===== src/rtl/memory_stage_pkg.sv =====
// Shared core constants, state encodings and the execute-to-memory operand bundle.
package memory_stage_pkg;

    localparam logic [31:0] REGPC_NOP = 32'h0000_0000;
    localparam logic [31:0] INST_NOP  = 32'h0000_0013;

    localparam logic [3:0] MEN_X = 4'd0;
    localparam logic [3:0] MEN_S = 4'd1;
    localparam logic [3:0] MEN_L = 4'd2;

    localparam logic [3:0] WB_X  = 4'd0;
    localparam logic [2:0] CSR_X = 3'd0;

    localparam logic [2:0] LS_B  = 3'd0;
    localparam logic [2:0] LS_H  = 3'd1;
    localparam logic [2:0] LS_W  = 3'd2;
    localparam logic [2:0] LS_BU = 3'd4;
    localparam logic [2:0] LS_HU = 3'd5;

    typedef enum logic [1:0] {
        StIdle,
        StWaitReady,
        StWaitValid,
        StDrain
    } mem_state_e;

    typedef struct packed {
        logic [31:0] reg_pc;
        logic [31:0] inst;
        logic [31:0] alu_out;
        logic [31:0] rs2_data;
        logic [31:0] op1_data;
        logic [31:0] imm_i;
        logic [3:0]  mem_wen;
        logic        rf_wen;
        logic [3:0]  wb_sel;
        logic [4:0]  wb_addr;
        logic [2:0]  csr_cmd;
        logic        jmp_flg;
    } ex_bundle_t;

    function automatic ex_bundle_t ex_nop();
        ex_bundle_t b;
        b         = '0;
        b.reg_pc  = REGPC_NOP;
        b.inst    = INST_NOP;
        b.mem_wen = MEN_X;
        b.wb_sel  = WB_X;
        b.csr_cmd = CSR_X;
        return b;
    endfunction

    // Drops the address bits below the access width.
    function automatic logic [1:0] force_align(input logic [2:0] f3, input logic [1:0] lo);
        logic [1:0] r;
        r = lo;
        case (f3)
            LS_H, LS_HU: r = {lo[1], 1'b0};
            LS_W:        r = 2'b00;
            default:     r = lo;
        endcase
        return r;
    endfunction

endpackage


===== src/rtl/memory_stage_load_store_align.sv =====
// Byte-lane steering for stores, alignment check, and load extraction/extension.
module load_store_align
    import memory_stage_pkg::*;
(
    input  logic [2:0]  f3,
    input  logic [1:0]  addr_lo,
    input  logic [31:0] rs2,
    input  logic [31:0] rdata,
    output logic [31:0] wdata,
    output logic [3:0]  wmask,
    output logic        misaligned,
    output logic [31:0] rdata_ext
);

    logic [4:0]  shamt;
    logic [31:0] r;

    assign shamt = {addr_lo, 3'b000};
    assign wdata = rs2 << shamt;
    assign r     = rdata >> shamt;

    always_comb begin
        wmask      = 4'b0000;
        misaligned = 1'b0;
        rdata_ext  = r;
        case (f3)
            LS_B: begin
                wmask     = 4'b0001 << addr_lo;
                rdata_ext = {{24{r[7]}}, r[7:0]};
            end
            LS_BU: begin
                wmask     = 4'b0001 << addr_lo;
                rdata_ext = {24'h0, r[7:0]};
            end
            LS_H: begin
                wmask      = 4'b0011 << addr_lo;
                misaligned = addr_lo[0];
                rdata_ext  = {{16{r[15]}}, r[15:0]};
            end
            LS_HU: begin
                wmask      = 4'b0011 << addr_lo;
                misaligned = addr_lo[0];
                rdata_ext  = {16'h0, r[15:0]};
            end
            LS_W: begin
                wmask      = 4'b1111;
                misaligned = (addr_lo != 2'b00);
            end
            default: ;
        endcase
    end

endmodule


===== src/rtl/memory_stage.sv =====
// Memory pipeline stage: issues loads/stores on a ready/valid port, stalls execute,
// and registers results toward writeback.
module memory_stage
    import memory_stage_pkg::*;
#(
    parameter int unsigned CHECK_ALIGN = 1
) (
    input  logic        clk,
    input  logic        rst,
    input  logic        wb_branch_hazard,
    input  logic [31:0] input_reg_pc,
    input  logic [31:0] input_inst,
    input  logic [31:0] input_alu_out,
    input  logic [31:0] input_rs2_data,
    input  logic [31:0] input_op1_data,
    input  logic [31:0] input_imm_i,
    input  logic [3:0]  input_mem_wen,
    input  logic        input_rf_wen,
    input  logic [3:0]  input_wb_sel,
    input  logic [4:0]  input_wb_addr,
    input  logic [2:0]  input_csr_cmd,
    input  logic        input_jmp_flg,
    output logic        mem_cmd_start,
    output logic        mem_cmd_write,
    output logic [31:0] mem_addr,
    output logic [31:0] mem_wdata,
    output logic [3:0]  mem_wmask,
    input  logic        mem_cmd_ready,
    input  logic [31:0] mem_rdata,
    input  logic        mem_rdata_valid,
    output logic [31:0] output_reg_pc,
    output logic [31:0] output_inst,
    output logic [31:0] output_alu_out,
    output logic [31:0] output_mem_rdata,
    output logic [31:0] output_op1_data,
    output logic [31:0] output_imm_i,
    output logic        output_rf_wen,
    output logic [3:0]  output_wb_sel,
    output logic [4:0]  output_wb_addr,
    output logic [2:0]  output_csr_cmd,
    output logic        output_jmp_flg,
    output logic        output_misaligned,
    output logic        memory_stage_stall_flg
);

    ex_bundle_t in_b, save_q, eff;
    logic       last_stall_q;
    mem_state_e state_q, state_d;

    logic [2:0]  f3;
    logic [1:0]  lane;
    logic        is_store, is_load, is_mem, mis, lsa_mis;
    logic [31:0] lsa_wdata, lsa_rdata;
    logic [3:0]  lsa_wmask;
    logic        start, stall, load_done;

    assign in_b = '{
        reg_pc:   input_reg_pc,
        inst:     input_inst,
        alu_out:  input_alu_out,
        rs2_data: input_rs2_data,
        op1_data: input_op1_data,
        imm_i:    input_imm_i,
        mem_wen:  input_mem_wen,
        rf_wen:   input_rf_wen,
        wb_sel:   input_wb_sel,
        wb_addr:  input_wb_addr,
        csr_cmd:  input_csr_cmd,
        jmp_flg:  input_jmp_flg
    };

    // Execute emits bubbles while we stall, so the held instruction lives in save_q.
    assign eff = last_stall_q ? save_q : in_b;

    assign f3       = eff.inst[14:12];
    assign is_store = (eff.mem_wen == MEN_S);
    assign is_load  = (eff.mem_wen == MEN_L);
    assign is_mem   = is_store | is_load;
    assign lane     = (CHECK_ALIGN != 0) ? eff.alu_out[1:0] : force_align(f3, eff.alu_out[1:0]);
    assign mis      = is_mem && (CHECK_ALIGN != 0) && lsa_mis;

    load_store_align u_align (
        .f3         (f3),
        .addr_lo    (lane),
        .rs2        (eff.rs2_data),
        .rdata      (mem_rdata),
        .wdata      (lsa_wdata),
        .wmask      (lsa_wmask),
        .misaligned (lsa_mis),
        .rdata_ext  (lsa_rdata)
    );

    always_comb begin
        state_d   = state_q;
        start     = 1'b0;
        stall     = 1'b0;
        load_done = 1'b0;
        case (state_q)
            StIdle: begin
                if (is_mem && !mis && !wb_branch_hazard) begin
                    start = 1'b1;
                    if (is_store) begin
                        if (!mem_cmd_ready) begin
                            stall   = 1'b1;
                            state_d = StWaitReady;
                        end
                    end else begin
                        stall   = 1'b1;
                        state_d = mem_cmd_ready ? StWaitValid : StWaitReady;
                    end
                end
            end
            StWaitReady: begin
                start = 1'b1;
                if (mem_cmd_ready) begin
                    if (is_store) begin
                        state_d = StIdle;
                    end else begin
                        stall   = 1'b1;
                        state_d = wb_branch_hazard ? StDrain : StWaitValid;
                    end
                end else begin
                    stall = 1'b1;
                    if (wb_branch_hazard) state_d = StIdle;
                end
            end
            StWaitValid: begin
                if (mem_rdata_valid) begin
                    load_done = 1'b1;
                    state_d   = StIdle;
                end else begin
                    stall = 1'b1;
                    if (wb_branch_hazard) state_d = StDrain;
                end
            end
            StDrain: begin
                stall = 1'b1;
                if (mem_rdata_valid) state_d = StIdle;
            end
            default: state_d = StIdle;
        endcase
    end

    assign mem_cmd_start          = start;
    assign mem_cmd_write          = is_store;
    assign mem_addr               = {eff.alu_out[31:2], 2'b00};
    assign mem_wdata              = lsa_wdata;
    assign mem_wmask              = lsa_wmask;
    assign memory_stage_stall_flg = stall;

    always_ff @(posedge clk) begin
        if (rst) begin
            state_q      <= StIdle;
            save_q       <= ex_nop();
            last_stall_q <= 1'b0;
        end else begin
            state_q <= state_d;
            if (wb_branch_hazard) begin
                save_q       <= ex_nop();
                last_stall_q <= 1'b0;
            end else begin
                last_stall_q <= stall;
                if (stall) save_q <= eff;
            end
        end
    end

    always_ff @(posedge clk) begin
        if (rst) begin
            output_reg_pc     <= REGPC_NOP;
            output_inst       <= INST_NOP;
            output_alu_out    <= '0;
            output_mem_rdata  <= '0;
            output_op1_data   <= '0;
            output_imm_i      <= '0;
            output_rf_wen     <= 1'b0;
            output_wb_sel     <= '0;
            output_wb_addr    <= '0;
            output_csr_cmd    <= '0;
            output_jmp_flg    <= 1'b0;
            output_misaligned <= 1'b0;
        end else if (wb_branch_hazard || stall) begin
            output_reg_pc     <= REGPC_NOP;
            output_inst       <= INST_NOP;
            output_alu_out    <= 32'hffff_ffff;
            output_mem_rdata  <= 32'hffff_ffff;
            output_op1_data   <= 32'hffff_ffff;
            output_imm_i      <= 32'hffff_ffff;
            output_rf_wen     <= 1'b0;
            output_wb_sel     <= WB_X;
            output_wb_addr    <= '0;
            output_csr_cmd    <= CSR_X;
            output_jmp_flg    <= 1'b0;
            output_misaligned <= 1'b0;
        end else begin
            output_reg_pc     <= eff.reg_pc;
            output_inst       <= eff.inst;
            output_alu_out    <= eff.alu_out;
            output_mem_rdata  <= load_done ? lsa_rdata : '0;
            output_op1_data   <= eff.op1_data;
            output_imm_i      <= eff.imm_i;
            output_rf_wen     <= eff.rf_wen && !mis;
            output_wb_sel     <= eff.wb_sel;
            output_wb_addr    <= eff.wb_addr;
            output_csr_cmd    <= eff.csr_cmd;
            output_jmp_flg    <= eff.jmp_flg;
            output_misaligned <= mis;
        end
    end

endmodule

===== config.mk =====
export PLATFORM = sky130hd
export DESIGN_NAME = memory_stage
export DESIGN_NICKNAME = d
export VERILOG_FILES = /design/src/rtl/memory_stage_pkg.sv /design/src/rtl/memory_stage_load_store_align.sv /design/src/rtl/memory_stage.sv
export SDC_FILE = /design/constraint.sdc
export NUM_CORES = 1
export LEC_CHECK = 0
export CORE_AREA = 3 3 200 202
export CTS_CLUSTER_SIZE = 28
export DETAILED_ROUTE_END_ITERATION = 6
export DIE_AREA = 0 0 203 205
export PLACE_DENSITY = 0.77
export SYNTH_ARGS = -nofsm -noshare
export SYNTH_HDL_FRONTEND = slang
export SYNTH_HIERARCHICAL = 1
export SYNTH_SLANG_ARGS = --single-unit

===== constraint.sdc =====
create_clock -name clk -period 8.18 [get_ports clk]
set_input_delay 2.045 -clock clk [delete_from_list [all_inputs] [get_ports clk]]
set_output_delay 2.045 -clock clk [all_outputs]
set_load 0.005 [all_outputs]

* After elaboration in Yosys (flattened, before gate mapping) *
Cells that the tools add are included.

cells by class
  equal/unequal tests = 14
  shifts and indexed selects = 4
  mux-type cells = 32
  bitwise gates (word level) = 1
  reductions and logical operators = 15

operators with widths
  kind                                                                count
  210-bit 2-to-1 mux                                                  1
  32-bit 2-to-1 mux                                                   5
  32-bit one-hot mux with 4 select lines                              1
  32-bit by 5-bit << shifter with 32-bit output                       1
  32-bit by 5-bit >> shifter with 32-bit output                       1
  2-bit 2-to-1 mux                                                    10
  4-bit one-hot mux with 3 select lines                               1
  1-bit 2-to-1 mux                                                    10
  3-bit != test (second input constant)                               3
  2-bit one-hot mux with 4 select lines                               1
  2-bit OR reduction                                                  4
  3-bit == test (second input constant)                               2
  5-bit AND reduction                                                 1
  2-bit == test (second input constant)                               2
  4-bit by 1-bit == test with 1-bit output (second input constant)    1
  4-bit by 2-bit == test with 1-bit output (second input constant)    1
  1-bit logical AND                                                   4
  2-bit != test (second input constant)                               2
  1-bit one-hot mux with 2 select lines                               2
  1-bit one-hot mux with 4 select lines                               1
  1-bit by 2-bit << shifter with 4-bit output (first input constant)  1
  2-bit by 2-bit << shifter with 4-bit output (first input constant)  1
  3-bit by 1-bit == test with 1-bit output (second input constant)    1
  3-bit by 2-bit == test with 1-bit output (second input constant)    1
  7 further kinds                                                     8

storage, ports and cells
  bits in registers = 420
  input bits = 247
  output and inout bits = 278

* Depth between registers and ports, before layout *
Gate-level depths: netlist of run 1.

  word-level depth = 12
  depth in mapped cells = 16
  gate-level depth less buffers = 10

* Cells and area by module *
The synthesis of run 1 kept the hierarchy.

modules (own cells, without submodules)
  module            instances  cells each  area an instance (um2)  seq. area each (um2)
  memory_stage      1          1606        15974.1                 8408.1
  load_store_align  1          219         1377.6                  0.0

* Least setup slack after synthesis of run 1 *
Ideal clock, no wire load.

  kind = input -> output
  start point = input port input_alu_out[0]
  end point = output port memory_stage_stall_flg
  arrival = 4290 ps
  setup slack = 1845 ps
  cell stages on the path = 12
  path buffers = 6
  cell sequence = mux2i_1 -> inv_1 -> buf_2 -> clkbuf_1 -> clkbuf_1 -> o2bb2ai_1 -> or4_1 -> a311oi_1 -> a22o_2 -> buf_6 -> buf_6 -> buf_4

RTL lines
  item                line                source
  start: declaration  memory_stage.sv:13  input logic [31:0] input_alu_out,
  end: declaration    memory_stage.sv:43  output logic memory_stage_stall_flg

==> results of run 1 <==
-- path summary, 6_finish.rpt --
check	startpoint	to	slack, ps	cells after the start
max	input_inst[12]	memory_stage_stall_flg	830	10
min	save_q[180]$_SDFFE_PP0P_	save_q[180]$_SDFFE_PP0P_	460	2
max reg2reg	last_stall_q$_SDFF_PP0_	save_q[174]$_SDFFE_PP0P_	2870	9
min reg2reg	save_q[180]$_SDFFE_PP0P_	save_q[180]$_SDFFE_PP0P_	460	2
-- registers in the layout, summed over array words and instances (netlist names) --
signal / cells
output_csr_cmd: 3
output_wb_sel: 4
output_inst: 32
output_op1_data: 32
save_q: 210
output_jmp_flg: 1
output_imm_i: 32
output_alu_out: 32
output_rf_wen: 1
last_stall_q: 1
output_mem_rdata: 32
state_q: 2
output_wb_addr: 5
output_reg_pc: 32
output_misaligned: 1
-- logic make-up (layout without fill, tap and decap cells) --
kind of cell              after synthesis  count (layout)  synth area share, %
DFF                                   420             420                 48.5
AOI/OAI and AO/OA                     302             302                 11.0
buffers and inverters                 226             658                 7.29
other                                   1              12               0.0216
xor gates and xnor gates                3               3                0.151
and+or+nand+nor                       521             521                 12.5
muxes                                 352             352                 20.6
-- layout make-up --
cell class | instances | share of cell area [%]
clock inverter | 21 | 0.824
multi-input combinational | 1180 | 32.4
antenna | 10 | 0.105
sequential | 420 | 35.3
clock buffer | 59 | 5.34
tap | 518 | 2.72
inverter | 39 | 0.614
timing repair buffer | 539 | 22.7
-- metrics by stage --
stage	cells	total power, W
after floorplan	1826	0.00254
after global placement	2696	0.00289
after detailed placement	2696	0.00291
after CTS	2776	0.00493
after global routing	2786	0.00507
final	2786	0.00489
-- power by group through the flow --
stage	combinational, W	sequential [W]	clock, W
5_1_grt	0.000755	0.00217	0.00214
4_1_cts	0.000703	0.00216	0.00207
3_5_place_dp	0.000698	0.00221	0
2_1_floorplan	0.000330	0.00221	0
3_3_place_gp	0.000689	0.00221	0
6_report	0.000702	0.00216	0.00202
-- worst register-to-register path, stage by stage, from the launching register on --
cell and delay [ps]:
dfxtp_4 590, buf_4 510, buf_12 550, nor3b_1 690
a22o_1 340, a22o_4 290, buf_12 760, and2b_4 830
buf_4 450, mux2i_1 230
-- metal layers --
| layer | track usage (%) | part of all wire [%] | wire length, um |
|---|---|---|---|
| met1 | 28.2 | 39 | 20800 |
| met2 | 42.2 | 49 | 26100 |
| met3 | 7.56 | 8.2 | 4320 |
| met4 | 8.78 | 3.2 | 1680 |
| met5 | 0 | 0.072 | 38 |
-- placed cells by master (no fill, tap or decap), types with 3 or more instances in the layout --
cell type / instances
nor2_1: 228
and2_1: 9
o21ai_0: 10
clkbuf_16: 47
buf_4: 13
mux2_2: 42
nand2_1: 212
o31ai_1: 3
clkbuf_1: 7
nor2b_1: 24
inv_1: 37
a21oi_1: 160
nor3b_1: 3
clkinv_2: 13
or2_2: 9
dfxtp_1: 419
buf_12: 5
a211oi_1: 106
mux2i_1: 310
clkdlybuf4s50_1: 521
diode_2: 10
a211oi_2: 9
nand4_1: 17
bufinv_16: 3
clkbuf_8: 5
a311oi_1: 3
==> results.cfg, run 1 <==
[outcome]
status = finished, final reports clean

[place]
finalWeightedCongestion = 0.932
dp_slack_ps = 800
placed_area_sq_mm = 0.0223
port_buffers = 522
hpwl_um = 36400

[setup_path]
cp.required_ps = 6140
crit_buf_inv = 3
cp_cell_sequence = clkdlybuf4s50_1, mux2i_1, inv_1, nor2b_1, nand2b_1, o2bb2ai_1, or4_1, a311oi_1, a22o_4, clkdlybuf4s50_1
crit_family = buffers and inverters
max_stage_delay_ps = 580
crit_type = in2out
endpoint_kind = primary output
path_max_fanout = 11
worstSetupStartpointType = input port
cpMostUsedCell = clkdlybuf4s50_1
arrival_ps = 5300
cp_slowest_cell = clkdlybuf4s50_1

[clock_network]
hold_buffers = 0
cts_buffers = 45
clockBufferDepth = 3
post_cts_buffers = 0
clock_latency_ps = 570
cts_tree = built
htree_levels = 2
clock-sinks = 420
clk_pin_slew_worst_paths_ps = 60
post_cts_resized = 0
root_buffer = clkbuf_16

[final_layout]
final_core_util_pct = 61.9
fillers = 3178
ff_latch_area_sq_mm = 0.00841
drive_gt1_share_pct = 7.22
multi_input_area_sq_mm = 0.00771
final_area_sq_mm = 0.0238
nets = 2472
area_delta_synth_final_pct = 37.3

[die]
rows = 72
die-area_sq_mm = 0.0416
io_pins = 525
die_y_um = 205
floorplan.initialDensity_pct = 45.1
fp.coreArea_sq_mm = 0.0385
die_x_um = 203

[drt]
wl_per_cell_um = 19.0
postRouteWirelength_um = 53000
drt-initial-drc-count = 722
ant_nets = 0
dr.pass1.iters = 5
drc_errors = 0
num_vias = 14451
vias_per_cell = 5.19

[pwr]
power.internal_w = 0.00370
clkPwrFrac_pct = 41.4
peakVddDrop_v = 0.000140
power_density_mw_per_mm2 = 205
leakage_nw = 8.43
switching_share_pct = 24.4
switching_power_w = 0.00119
seqPwrFrac_pct = 44.2
power_frac_comb_pct = 14.4

[sta]
fin_skew_ps = 17.6
rsz0062_at_grt = no
hold_violations = 0
fmax_mhz = 136
worst_slack_ps = 832
worst_pin_slew_ps = 1100
whs_ps = 458
relSlewSlack_pct = 26.7
finalSetupViolCount = 0
fin_crit_sh_pct = 89.8
maxSlewViolCount = 0
fin_crit_ps = 7350
setup_tns_ps = 0

[yosys]
avgSynthCellArea_sq_um = 9.51
synth_seq_area_share_pct = 48.5
netlist.area_leader.share_pct = 48.5
synth_seq_cells = 420
ys.flop_type = dfxtp_1
yosysWarningCount = 6
synth_cells = 1825
netlist_area_sq_mm = 0.0174
synth_top_area_cell = dfxtp_1
yosysUniqueCellTypes = 47
synthTopCellsByCount = 420 x dfxtp_1, 310 x mux2i_1, 231 x nor2_1
synthArstFlopShare_pct = 0
synthTopCellsByArea = dfxtp_1 48%, mux2i_1 18%, nor2_1 5.0%
yosysMostFrequentCell = dfxtp_1
synth-edff-count = 0

[global_routing]
grt_pass1_vias = 14368
grt_first_pass_wirelength_um = 80400
track_usage_pct = 24.3
grt_max_degree = 227
overflow = 0
antenna_found_initial = 13

[job]
drv_cap = 0

[hold_path]
hp-class = reg2reg
(Power assumes the default switching activity.)
==> inputs of run 2 (changes only) <==
CTS_CLUSTER_SIZE = unset   (was 28)
==> results of run 2 <==
Final layout, timing and power as in run 1 (identical DEF).
==> inputs of run 3 (changes only) <==
CORE_AREA = 2 2 205 207   (was 3 3 200 202)
DIE_AREA = 0 0 207 209   (was 0 0 203 205)
MAX_ROUTING_LAYER = met4   (was unset)
PLACE_DENSITY = 0.73   (was 0.77)
==> run 3 against run 2 <==
Against the previous run: flip-flop and latch count is the same; cell count rose by 0.43%; sequential power about the same; cell area shrank 0.10%; non-clock buffer count increased by 1; die area is 4.0% higher; clock power about the same; sequential share of layout area about the same; largest cell class unchanged; highest routed layer is now met4.
==> results.cfg, run 3 (synthesis gave the netlist of run 1 again) <==
[final_layout]
multi_input_area_sq_mm = 0.00771
largest_register_ffs = 210
drive_gt1_share_pct = 6.88
max_flop_register = save_q
nets = 2473
ff_latch_area_sq_mm = 0.00841
fillers = 3611
mostFrequentLayoutCell = clkdlybuf4s50_1
final_core_util_pct = 57.6
layout_common_cells = 521 x clkdlybuf4s50_1, 419 x dfxtp_1, 310 x mux2i_1
final_area_sq_mm = 0.0238
area_delta_synth_final_pct = 37.2

[die]
floorplan.initialDensity_pct = 42.0
io_pins = 525
die-area_sq_mm = 0.0433
die_x_um = 207
rows = 75
fp.coreArea_sq_mm = 0.0413
die_y_um = 209

[pwr]
clkPwrFrac_pct = 41.0
p_total_w = 0.00485
power.internal_w = 0.00369
peakVddDrop_v = 0.000167
power_density_mw_per_mm2 = 204
switching_power_w = 0.00116
power_frac_comb_pct = 14.3
seqPwrFrac_pct = 44.6
switching_share_pct = 24.0
leakage_nw = 8.40

[drt]
num_vias = 14422
drc_errors = 0
ant_nets = 0
vias_per_cell = 5.15
postRouteWirelength_um = 51700
wl_per_cell_um = 18.5
drt-initial-drc-count = 943
dr.pass1.iters = 5

[hold_path]
hold_depth = 2
hp-class = reg2reg
worstHoldEndpoint = save_q[169]$_SDFFE_PP0P_
hp-start = save_q[169]$_SDFFE_PP0P_

[global_routing]
grt_pass1_vias = 14291
antenna_found_initial = 4
grt_max_degree = 236
grt_first_pass_wirelength_um = 80400
overflow = 0
track_usage_pct = 23.8

[job]
drv_cap = 0

[clock_network]
cts_tree = built
hold_buffers = 0
clockBufferDepth = 3
root_buffer = clkbuf_16
clock-sinks = 420
clock_latency_ps = 570
post_cts_buffers = 0
clk_pin_slew_worst_paths_ps = 60
cts_buffers = 45
post_cts_resized = 0
htree_levels = 2

[setup_path]
worstSetupStartpointType = input port
ff2ff_path_depth = 12
arrival_ps = 5160
worst_r2r_endpoint = save_q[2]$_SDFFE_PP0P_
crit_type = in2out
endpoint_kind = primary output
path_max_fanout = 7
r2r_slack_ps = 2800
cp.required_ps = 6140
worstReg2RegStart = last_stall_q$_SDFF_PP0_

[sta]
setup_tns_ps = 0
fin_crit_ps = 7210
worst_pin_slew_ps = 1230
worst_slack_ps = 973
relSlewSlack_pct = 18.3
fmax_mhz = 139
finalSetupViolCount = 0
maxSlewViolCount = 0
fin_skew_ps = 18.6
hold_violations = 0
fin_crit_sh_pct = 88.1
rsz0062_at_grt = no

[place]
finalWeightedCongestion = 0.880
port_buffers = 522
hpwl_um = 35200
dp_slack_ps = 914
placed_area_sq_mm = 0.0224

[outcome]
status = finished, final reports clean
run 3: stage by stage:
| stage | instances | hold slack, ps |
|---|---|---|
| 6_report | 2798 | 454 |
| 3_3_place_gp | 2718 | 441 |
| 2_1_floorplan | 1826 | 434 |
| 4_1_cts | 2793 | 457 |
| 5_1_grt | 2797 | 467 |
| 3_5_place_dp | 2718 | 446 |
run 3: critical path, cell delays in order:
cell and delay, ps:
clkdlybuf4s50_1 430, mux2i_1 330, inv_1 210, nor2b_1 190
nand2b_1 150, o2bb2ai_1 210, or4_1 500, a311oi_1 280
a22o_4 210, clkdlybuf4s50_1 600
run 3: layer usage:
metal	wire length (um)	track usage (%)	part of all wire [%]	vias up
met4	1740	9.48	3.4	0
met5	0	-	0	-
met1	21500	28.0	42	6826
met2	25100	39.1	48	485
met3	3420	5.76	6.6	106
li1	-	-	-	7005
run 3: worst max-delay path by stage:
stage	from	endpoint	slack, ps
5_1_grt	input_inst[12]	memory_stage_stall_flg	740
3_3_place_gp	input_inst[12]	memory_stage_stall_flg	920
4_1_cts	input_inst[12]	memory_stage_stall_flg	900
2_1_floorplan	input_alu_out[0]	memory_stage_stall_flg	1850
3_5_place_dp	input_inst[12]	memory_stage_stall_flg	910
6_report	input_inst[12]	memory_stage_stall_flg	970
run 3: layout make-up:
class,instances,share of cell area (%)
Clock buffer,63,5.36
Sequential cell,420,35.3
Inverter,39,0.615
Timing Repair Buffer,540,22.7
Multi-Input combinational cell,1180,32.4
Clock inverter,12,0.668
Tap cell,539,2.83
Antenna cell,5,0.0526
run 3: power by group through the flow:
stage	clock, W	combinational (W)	sequential, W
after global placement	0	0.000685	0.00221
after floorplan	0	0.000330	0.00221
after detailed placement	0	0.000693	0.00221
final	0.00199	0.000695	0.00217
after global routing	0.00212	0.000751	0.00217
after CTS	0.00204	0.000698	0.00217
